## config.mk

```make
export PLATFORM = sky130hd
export DESIGN_NAME = pipe_scroller
export DESIGN_NICKNAME = d
export VERILOG_FILES = /design/src/rtl/pipe_scroller.sv
export SDC_FILE = /design/constraint.sdc
export NUM_CORES = 1
export LEC_CHECK = 0
export ABC_CLOCK_PERIOD_IN_PS = 4690
export BUFFER_PORTS_ARGS = -buffer_cell sky130_fd_sc_hd__buf_4
export CAP_MARGIN = 25
export CELL_PAD_IN_SITES_DETAIL_PLACEMENT = 0
export CELL_PAD_IN_SITES_GLOBAL_PLACEMENT = 1
export CORE_MARGIN = 1
export CORE_UTILIZATION = 41
export DETAILED_ROUTE_END_ITERATION = 8
export PLACE_DENSITY_LB_ADDON = 0.1
export SKIP_CTS_REPAIR_TIMING = 1
export SLEW_MARGIN = 40
export SYNTH_ARGS = -nofsm -noshare
export SYNTH_HDL_FRONTEND = slang
export SYNTH_SLANG_ARGS = --single-unit
```

## constraint.sdc

```tcl
create_clock -name clk -period 4.69 [get_ports clk]
set_input_delay 0.938 -clock clk [delete_from_list [all_inputs] [get_ports clk]]
set_output_delay 0.938 -clock clk [all_outputs]
set_load 0.02 [all_outputs]
```

## src/rtl/pipe_scroller.sv

```systemverilog
// Scrolling pipe-obstacle generator for the 8x8 LED game field.
// Optional macro PIPE_SCROLLER_SCORE_BCD_EN switches the score to two BCD digits.
module pipe_scroller #(
  parameter int SCROLL_DIV = 1024,
  parameter int GAP        = 3,
  parameter int SPACING    = 4
) (
  input  logic        clk,
  input  logic        reset,
  input  logic        start,
  input  logic        halt,
  input  logic [3:0]  rnd_in,
  input  logic        rnd_valid,
  output logic        rnd_ack,
  output logic [63:0] grid,
  output logic [7:0]  bird_col,
  output logic [7:0]  score,
  output logic        running
);

  localparam int DW = $clog2(SCROLL_DIV);
  localparam int SW = $clog2(SPACING);
  localparam logic [DW-1:0] DIV_LAST   = DW'(SCROLL_DIV - 1);
  localparam logic [SW-1:0] SPAWN_LAST = SW'(SPACING - 1);

  typedef enum logic [1:0] {IDLE, RUN, HALTED} state_t;

  state_t        state_q, state_d;
  logic          clear;
  logic [DW-1:0] div_cnt;
  logic [SW-1:0] spawn_cnt;
  logic          step, spawn_due, take;
  logic [3:0]    gap_top;
  logic [7:0]    pipe_col, new_col;
  logic [63:0]   shifted;
  logic [7:0]    score_inc;

  always_comb begin
    state_d = state_q;
    clear   = 1'b0;
    case (state_q)
      IDLE:    if (start) begin state_d = RUN; clear = 1'b1; end
      RUN:     if (halt) state_d = HALTED;
      HALTED:  if (start) begin state_d = RUN; clear = 1'b1; end
      default: state_d = IDLE;
    endcase
  end

  assign step      = (state_q == RUN) && !halt && (div_cnt == DIV_LAST);
  assign spawn_due = (spawn_cnt == SPAWN_LAST);
  assign take      = step && spawn_due && rnd_valid;
  // The consume strobe is combinational so the LFSR can advance on the same edge.
  assign rnd_ack   = take && reset;

  always_comb begin
    if ({1'b0, rnd_in[2:0]} <= 4'(8 - GAP)) gap_top = {1'b0, rnd_in[2:0]};
    else                                   gap_top = {1'b0, rnd_in[2:0]} - 4'(9 - GAP);
  end

  assign new_col = take ? pipe_col : 8'h00;

  for (genvar r = 0; r < 8; r++) begin : g_row
    assign pipe_col[r] = !((4'(r) >= gap_top) && (4'(r) < gap_top + 4'(GAP)));
    assign bird_col[r] = grid[8*r+1];
    for (genvar c = 0; c < 8; c++) begin : g_col
      if (c < 7) begin : g_shift
        assign shifted[8*r+c] = grid[8*r+c+1];
      end else begin : g_edge
        assign shifted[8*r+c] = new_col[r];
      end
    end
  end

`ifdef PIPE_SCROLLER_SCORE_BCD_EN
  always_comb begin
    score_inc = score;
    if (score != 8'h99) begin
      if (score[3:0] == 4'd9) score_inc = {score[7:4] + 4'd1, 4'd0};
      else                    score_inc = {score[7:4], score[3:0] + 4'd1};
    end
  end
`else
  assign score_inc = (score == 8'hFF) ? score : score + 8'd1;
`endif

  always_ff @(posedge clk) begin
    if (!reset) begin
      state_q   <= IDLE;
      div_cnt   <= '0;
      spawn_cnt <= SPAWN_LAST;
      grid      <= '0;
      score     <= '0;
      running   <= 1'b0;
    end else begin
      state_q <= state_d;
      running <= (state_d == RUN);
      if (clear) begin
        div_cnt   <= '0;
        spawn_cnt <= SPAWN_LAST;
        grid      <= '0;
        score     <= '0;
      end else if (state_q == RUN && !halt) begin
        if (step) begin
          div_cnt <= '0;
          grid    <= shifted;
          if (bird_col != 8'h00) score <= score_inc;
          // A due spawn without random data holds so the next step retries.
          if (spawn_due) begin
            if (rnd_valid) spawn_cnt <= '0;
          end else begin
            spawn_cnt <= spawn_cnt + SW'(1);
          end
        end else begin
          div_cnt <= div_cnt + DW'(1);
        end
      end
    end
  end

endmodule

```

==> results of run 1 <==
power by group:
part	total [mW]	internal (mW)	switching, mW	leakage, nW
Sequential	0.741	0.740	0.00131	0.701
Clock	0.613	0.353	0.260	0.120
Combinational	0.0546	0.0172	0.0374	0.821
Total	1.41	1.11	0.299	1.64
cells by family (layout without fill, tap and decap cells):
group                    Yosys count  count (layout)  share of synthesized area, %
XOR/XNOR                           8               8                          1.94
buffers and inverters             46             116                          5.96
AO/OA/AOI/OAI                    109             109                          17.1
multiplexers                       1               1                         0.312
AND/OR/NAND/NOR                  198             198                          24.7
adder cells (fa/ha/maj)            5               5                          1.73
flip-flops                        87              87                          48.2
per-layer routing:
layer | track usage, % | routed length [um] | vias up
met5 | 0 | 0 | -
met4 | 8.58 | 123 | 0
met3 | 4.82 | 405 | 9
met2 | 29.0 | 3860 | 67
met1 | 24.1 | 3920 | 1507
li1 | - | - | 1670
worst max-delay path: cells and delay by family:
family                 cells  cell delay, ns
and+or+nand+nor            3            1.40
buffers and inverters      2            0.29
synth_stat cells, types with 2 or more instances:
cell type  count
clkbuf_1      26
and2_1         3
a32o_1         2
nand3_1        9
or3_1          5
o21ai_1        3
nor4_1         3
o311ai_1       2
nor2_1        15
dfxtp_1       87
buf_4          8
xor2_1         3
or4_1          7
nand3b_1       2
inv_1          7
nand2_1      129
a21oi_1       82
xnor2_1        5
o21ai_0        3
nand4b_1       2
nand2b_1       2
o31ai_1        5
nor2b_1        3
nor3_1         6
nand4_1        5
buf_2          4
a211o_1        2
ha_1           5
metrics by stage:
| step | instance area [um^2] | std cells | power (mW) |
|---|---|---|---|
| after floorplan | 3610 | 454 | 0.797 |
| after global placement | 4260 | 613 | 0.812 |
| after detailed placement | 4260 | 613 | 0.813 |
| after CTS | 4500 | 629 | 1.43 |
| after global routing | 4500 | 629 | 1.47 |
| final | 4500 | 629 | 1.41 |
state kept, by name, summed over array words and instances, names as in the netlist:
signal and flops:
running 1, grid 64, spawn_cnt 2, div_cnt 10
state_q 2, score 8
worst min path at each step:
stage                    start    endpoint  slack, ns  cells past startpoint
floorplan           div_cnt[1]  div_cnt[1]       0.45                      2
global placement       grid[8]     grid[8]       0.44                      2
detailed placement    grid[56]    grid[56]       0.45                      2
CTS                   grid[56]    grid[56]       0.46                      2
global route          grid[22]    grid[21]       0.49                      2
finish                grid[56]    grid[56]       0.46                      2
cell type report:
type	count	share of cell area (%)
inverter	7	0.583
tap	105	2.92
sequential	87	38.7
multi-input combinational	321	37.0
clock buffer	10	2.83
timing repair buffer	93	15.6
clock inverter	6	2.42
==> out/results.ini, run 1 <==
[status]
outcome = complete, no violations

[final_layout]
final_util_pct = 53.7
syn_to_final_growth_pct = 24.7
mostFrequentLayoutCells = nand2_1, buf_4, dfxtp_1
fill_cells = 834
antenna-diode-count = 0
final_common_cell = nand2_1
drive_above_1_share_pct = 21.8
seqCellArea_um2 = 1740
final_nets = 533
multiInputGateArea_um2 = 1670

[worst_setup_path]
crit_required_ns = 3.75
cp-end-kind = output port
ff2ff_setup_slack_ns = 1.94
cp_cell_sequence = buf_4 -> or3b_1 -> or4_2 -> nor3_1 -> buf_4
worstSetupStartpoint = halt
path_class = in -> out
cpPeakStageDelay_ns = 0.69
crit_path_max_fanout = 11
r2r-start = state_q[0]
worst_ep_arrival_time_ns = 2.64
rr_worst_depth = 5
cp-endpoint = rnd_ack
start_kind = primary input
cp_common_cell = buf_4
slowest_stage = or4_2
timing.rr.end = score[4]

[yosys]
synth_ff_type = dfxtp_1
ys_warn_count = 0
syn-num-nets = 468
postSynthAreaPerCell_um2 = 7.95
synth_top_area_share_pct = 48.2
synthArstFlopShare_pct = 0
synthCells = 454
synth_top_cell_by_area = dfxtp_1
ys_ff_latch = 87
synth_edf_count = 0
ys_seq_area_share_pct = 48.2
ys_top_cells_by_area = dfxtp_1, nand2_1, a21oi_1
synth_cell_types = 47
syn_area_um2 = 3610

[global_route]
grt-ovfl-total = 0
grt_pass1_wl_um = 13200
grt_use_total_pct = 18.6
antenna_found_initial = 0
first_global_vias = 2782
grt_max_degree = 89

[power]
power_density_nw_per_um2 = 313
leakage_nw = 1.64
irDropWorstVdd_v = 0.000189

[die]
dieArea_um2 = 9180
die_y_um = 95.8
ios = 91
die_w_um = 95.8
coreArea_um2 = 8380
start_util_pct = 43.1
row_count = 33

[sta]
finalHoldViolations = 0
slew_headroom_pct = 48.6
layout_worst_path_cycle_share_pct = 76.2
setup_slack_ns = 1.12
worstMarginPinSlew_ns = 0.766
period_needed_ns = 3.57
hold-worst-slack_ns = 0.462
finalClockSkew_ns = 0.00931
final_max_slew_viol_count = 0
tns_ns = 0
rsz0062_at_grt = false
max_freq_mhz = 280
setup_viol = 0

[placed_design]
numPortBuffers = 89
dp_hpwl_um = 5370
routabilityCongestion = 0.819
dp_worst_setup_slack_ns = 1.13

[detailed_routing]
viasPerCell = 5.17
drc_errors = 0
dr.pass1.iters = 4
ant_nets = 0
first_iter_violations = 183
num_vias = 3253
wirelength_um = 8310
wl_per_cell_um = 13.2

[cts]
cts_tree = done
clockRootBuffer = clkbuf_8
clk_latency_ns = 0.35
cts.sinks = 87
clk_pin_slew_worst_paths_ns = 0.09
htreeDepth = 3
clockBufferDepth = 2
numCtsBuffers = 9

[job]
drv_cap = 0

[hold_path]
hold_path_class = reg -> reg

No activity file was read; power rests on OpenSTA's default activity.
==> inputs of run 2 (changes only) <==
- ABC_CLOCK_PERIOD_IN_PS: 4690 -> 3000
- CORE_UTILIZATION: 41 -> 34
- clock period: 4.69 -> 3 ns (I/O delays scaled with it)
==> run 2 against run 1 <==
Flip-flop and latch count stayed put. Cell area is 2.6% higher. Global-route usage is 2.8 points lower. Via count is 0.46% lower. Final cell count is 5.2% higher. Worst setup slack worse by 0.91 ns. Clock-buffer cell count stayed put. Clock skew is 0.0011 ns lower. Worst hold slack worse by 0.0026 ns. Non-clock buffer count is 3 higher. Critical path type is now reg -> out.
==> out/results.ini, run 2 (same netlist as run 1, synthesis figures left out) <==
[sta]
max_freq_mhz = 357
setup_viol = 0  ; unchanged
rsz0062_at_grt = false
slew_headroom_pct = 56.8  ; +8.3 points
layout_worst_path_cycle_share_pct = 93.3
finalHoldViolations = 0  ; unchanged
final_max_slew_viol_count = 0  ; unchanged
finalClockSkew_ns = 0.00819  ; -0.00112 ns
hold-worst-slack_ns = 0.459  ; -0.00262 ns
worstMarginPinSlew_ns = 0.648  ; -0.118 ns
tns_ns = 0  ; unchanged
period_needed_ns = 2.80

[die]
die_w_um = 105  ; +9.6%
row_count = 37  ; +12%
start_util_pct = 35.0  ; -8.1 points
coreArea_um2 = 10300  ; +23%
ios = 91  ; unchanged
die_y_um = 105  ; +9.6%
dieArea_um2 = 11000  ; +20%

[detailed_routing]
ant_nets = 0  ; unchanged
dr.pass1.iters = 4  ; unchanged
wirelength_um = 8640  ; +4.0%
viasPerCell = 4.89  ; -5.4%
first_iter_violations = 98  ; -46%
wl_per_cell_um = 13.1  ; -1.2%
drc_errors = 0  ; unchanged
num_vias = 3238  ; -0.46%

[final_layout]
mostFrequentLayoutCells = nand2_1, buf_4, dfxtp_1
final_nets = 536  ; +0.56%
top_regs = grid: 64 flops, div_cnt: 10 flops, score: 8 flops
seqCellArea_um2 = 1740  ; unchanged
antenna-diode-count = 0  ; unchanged
largest_reg_flops = 64  ; unchanged
drive_above_1_share_pct = 22.2  ; +0.49 points
fill_cells = 1078  ; +29%
syn_to_final_growth_pct = 27.9
regMostFlops = grid
final_common_cell = nand2_1
multiInputGateArea_um2 = 1670  ; unchanged

[power]
leakage_nw = 1.67  ; +1.8%
irDropWorstVdd_v = 0.000267  ; +41%
power_density_nw_per_um2 = 484  ; +55%

[worst_setup_path]
path_class = reg -> out
path_buf_inv = 1  ; -1
cpPeakStageDelay_ns = 0.68  ; about the same
rr_worst_depth = 5  ; unchanged
slowest_stage = or4_2
crit_family = simple AND/OR/NAND/NOR gates
crit_path_max_fanout = 5  ; -6
cp-end-kind = output port
cp_cell_sequence = or3b_1 -> or4_2 -> nor3_1 -> buf_4
crit_required_ns = 2.40  ; -1.35 ns
start_kind = register
worst_ep_arrival_time_ns = 2.20  ; -0.44 ns
path_depth = 4  ; -1

[cts]
clk_pin_slew_worst_paths_ns = 0.08  ; about the same
clockBufferDepth = 2  ; unchanged
clk_latency_ns = 0.34  ; about the same
cts_tree = done
clockRootBuffer = clkbuf_8
htreeDepth = 3  ; unchanged
cts.sinks = 87  ; unchanged
numCtsBuffers = 9  ; unchanged

[global_route]
grt_use_met3_pct = 2.99  ; -1.8 points
busiest_layer = met2
use_met1_pct = 20.2  ; -3.9 points
grt_pass1_wl_um = 14100  ; +6.9%
grt_max_degree = 89  ; unchanged
met2_usage_pct = 26.3  ; -2.7 points
first_global_vias = 2958  ; +6.3%
antenna_found_initial = 0  ; unchanged
grt-ovfl-total = 0  ; unchanged
grt_use_total_pct = 15.8  ; -2.8 points

[placed_design]
dp_hpwl_um = 5690  ; +5.9%
numPortBuffers = 89  ; unchanged
routabilityCongestion = 0.777  ; -5.2%

[hold_path]
hold_path_class = reg -> reg
hold_path_depth = 2  ; unchanged

[job]
drv_cap = 0  ; unchanged

[status]
outcome = complete, no violations

run 2: cell type report:
class                   instances  area share, %
inverters                       7          0.569
clock inverters                 5           2.30
well taps                     136           3.68
repair buffers                 96           16.7
flip-flops and latches         87           37.7
clock buffers                  10           2.98
multi-input cells             321           36.1
run 2: tightest hold or removal path, stage by stage (launching register included):
cell and delay [ns]:
dfxtp_1 0.32, nand2_1 0.05, a21oi_1 0.05
run 2: metal layers:
layer  vias up  part of all wire [%]
li1       1675                     -
met1      1487                    49
met2        67                    46
met3         9                   3.8
met4         0                   1.2
met5         -                     0
run 2: path summary, 6_finish.rpt:
kind              start        to  slack [ns]
min reg2reg    grid[32]  grid[32]        0.46
min            grid[32]  grid[32]        0.46
max reg2reg  state_q[0]  score[3]        0.54
max          state_q[0]   rnd_ack        0.20
run 2: per-stage QoR:
stage	worst slack, ns	util (%)	cell area (um^2)	power [mW]	cells
detailed placement	0.191	42.4	4370	1.28	647
floorplan	0.0168	-	3610	1.25	454
finish	0.201	44.7	4620	2.24	662
global placement	0.228	42.4	4370	1.28	647
CTS	0.187	44.7	4620	2.27	662
global route	0.100	44.7	4620	2.32	662
run 2: where the power goes:
part	total (mW)	switching (mW)	internal (mW)
logic	0.0945	0.0610	0.0335
registers	1.16	0.00205	1.16
clock network	0.984	0.411	0.573
total	2.24	0.474	1.76
==> inputs of run 3 (changes only) <==
- CORE_UTILIZATION: 34 -> 36
- CTS_BUF_LIST: unset -> sky130_fd_sc_hd__clkbuf_8
==> run 3 against run 2 <==
Cell area shrank 0.87%. Clock skew grew 0.0028 ns. Worst setup slack gained 0.021 ns. Die area shrank 5.4%. Critical path type unchanged. Critical endpoint unchanged. Largest power group unchanged.
==> out/results.ini, run 3 (same netlist as run 1, synthesis figures left out) <==
[status]
outcome = complete, no violations

[worst_setup_path]
cp_cell_sequence = or3b_1 -> or4_2 -> nor3_1 -> buf_4
crit_path_max_fanout = 5  ; unchanged
path_class = reg -> out
worst_ep_arrival_time_ns = 2.18  ; -0.02 ns
crit_required_ns = 2.40  ; about the same
path_buf_inv = 1  ; unchanged
timing.rr.end = score[6]
crit_family = simple AND/OR/NAND/NOR gates
r2r-start = state_q[0]
cp-end-kind = output port
rr_worst_depth = 5  ; unchanged
ff2ff_setup_slack_ns = 0.54  ; about the same
slowest_stage = or4_2
cpPeakStageDelay_ns = 0.68  ; about the same
start_kind = register

[die]
start_util_pct = 37.1  ; +2.1 points
dieArea_um2 = 10400  ; -5.4%
ios = 91  ; unchanged
die_w_um = 102  ; -2.8%
row_count = 36  ; -2.7%
coreArea_um2 = 9730  ; -5.8%
die_y_um = 102  ; -2.8%

[placed_design]
routabilityCongestion = 0.760  ; -2.2%
dp_hpwl_um = 5590  ; -1.9%
numPortBuffers = 89  ; unchanged

[global_route]
busiest_layer = met2
grt_pass1_wl_um = 14000  ; -0.49%
first_global_vias = 2957  ; -0.034%
grt_max_degree = 89  ; unchanged
met2_usage_pct = 28.1  ; +1.8 points
use_met1_pct = 21.8  ; +1.6 points
antenna_found_initial = 0  ; unchanged
grt_use_total_pct = 17.1  ; +1.3 points
grt-ovfl-total = 0  ; unchanged
grt_use_met3_pct = 3.28  ; +0.29 points

[final_layout]
antenna-diode-count = 0  ; unchanged
final_nets = 536  ; unchanged
regMostFlops = grid
top_regs = grid: 64 flops, div_cnt: 10 flops, score: 8 flops
drive_above_1_share_pct = 22.1  ; -0.15 points
final_common_cell = nand2_1
syn_to_final_growth_pct = 26.8
largest_reg_flops = 64  ; unchanged
mostFrequentLayoutCells = nand2_1, buf_4, dfxtp_1

[hold_path]
hold_path_depth = 2  ; unchanged
whs_endpoint = grid[16]
min_from = grid[16]
hold_path_class = reg -> reg

[sta]
slew_headroom_pct = 65.7  ; +8.9 points
period_needed_ns = 2.78  ; -0.0211 ns
hold-worst-slack_ns = 0.457  ; -0.00249 ns
tns_ns = 0  ; unchanged
rsz0062_at_grt = false
finalHoldViolations = 0  ; unchanged
max_freq_mhz = 360  ; +0.76%
finalClockSkew_ns = 0.0110  ; +0.00281 ns
layout_worst_path_cycle_share_pct = 92.6  ; -0.70 points
worstMarginPinSlew_ns = 0.509  ; -0.139 ns
setup_viol = 0  ; unchanged
final_max_slew_viol_count = 0  ; unchanged

[detailed_routing]
ant_nets = 0  ; unchanged
drc_errors = 0  ; unchanged
first_iter_violations = 92  ; -6.1%
wirelength_um = 8630  ; -0.17%
viasPerCell = 4.92  ; +0.58%
num_vias = 3237  ; -0.031%
dr.pass1.iters = 4  ; unchanged
wl_per_cell_um = 13.1  ; +0.43%

[power]
power_density_nw_per_um2 = 482  ; -0.46%
power_frac_comb_pct = 4.0  ; -0.2 points
p_clk_share_pct = 43.5  ; -0.5 points
irDropWorstVdd_v = 0.000224  ; -16%
p_seq_share_pct = 52.5  ; +0.7 points
leakage_nw = 1.66  ; -0.66%
p_switching_mw = 0.457  ; -3.7%
p_int_mw = 1.75  ; -0.70%
swShare_pct = 20.7  ; -0.50 points

[cts]
clockRootBuffer = clkbuf_8
clockBufferDepth = 2  ; unchanged
clk_pin_slew_worst_paths_ns = 0.08  ; about the same
htreeDepth = 3  ; unchanged
numCtsBuffers = 9  ; unchanged
cts.sinks = 87  ; unchanged
cts_tree = done
clk_latency_ns = 0.36  ; +0.02 ns

[job]
drv_cap = 0  ; unchanged

==> run 3: final cells by class <==
| class | instances | area, um^2 |
|---|---|---|
| Fill cell | 1030 | 5150 |
| Sequential cell | 87 | 1740 |
| Multi-Input combinational cell | 321 | 1670 |
| Timing Repair Buffer | 96 | 746 |
| Tap cell | 133 | 166 |
| Clock buffer | 10 | 138 |
| Clock inverter | 4 | 95.1 |
| Inverter | 7 | 26.3 |
==> run 3: metal layers <==
layer	wire length [um]	part of all wire, %	vias up
met4	132	1.5	0
met1	4110	48	1482
li1	-	-	1674
met2	3980	46	68
met5	0	0	-
met3	407	4.7	13
==> run 3: worst min-delay path, stage by stage (launching register included) <==
cell,delay [ns]
dfxtp_1,0.31
nand2_1,0.05
a21oi_1,0.05
==> run 3: power groups by stage <==
stage               registers, mW  logic (mW)  clock network, mW
floorplan                    1.19      0.0595                  0
global placement             1.19      0.0888                  0
detailed placement           1.19      0.0892                  0
CTS                          1.16      0.0894              0.994
global route                 1.16      0.0995               1.04
finish                       1.16      0.0893              0.960
==> run 3: per-stage QoR <==
stage	cell area, um^2	power [mW]	setup slack, ns	cells	util, %
3_3_place_gp	4350	1.27	0.225	644	44.7
4_1_cts	4580	2.24	0.182	658	47.1
3_5_place_dp	4350	1.28	0.192	644	44.7
6_report	4580	2.21	0.222	658	47.1
2_1_floorplan	3610	1.25	0.0168	454	-
5_1_grt	4580	2.30	0.109	658	47.1
==> run 3: worst max path at each step <==
stage                           from       end  slack [ns]  cells after the start
after global routing      state_q[0]   rnd_ack        0.11                      4
after detailed placement        halt  score[6]        0.19                      6
final                     state_q[0]   rnd_ack        0.22                      4
after floorplan                 halt   rnd_ack        0.02                      6
after global placement          halt  score[4]        0.23                      6
after CTS                 state_q[0]   rnd_ack        0.18                      4
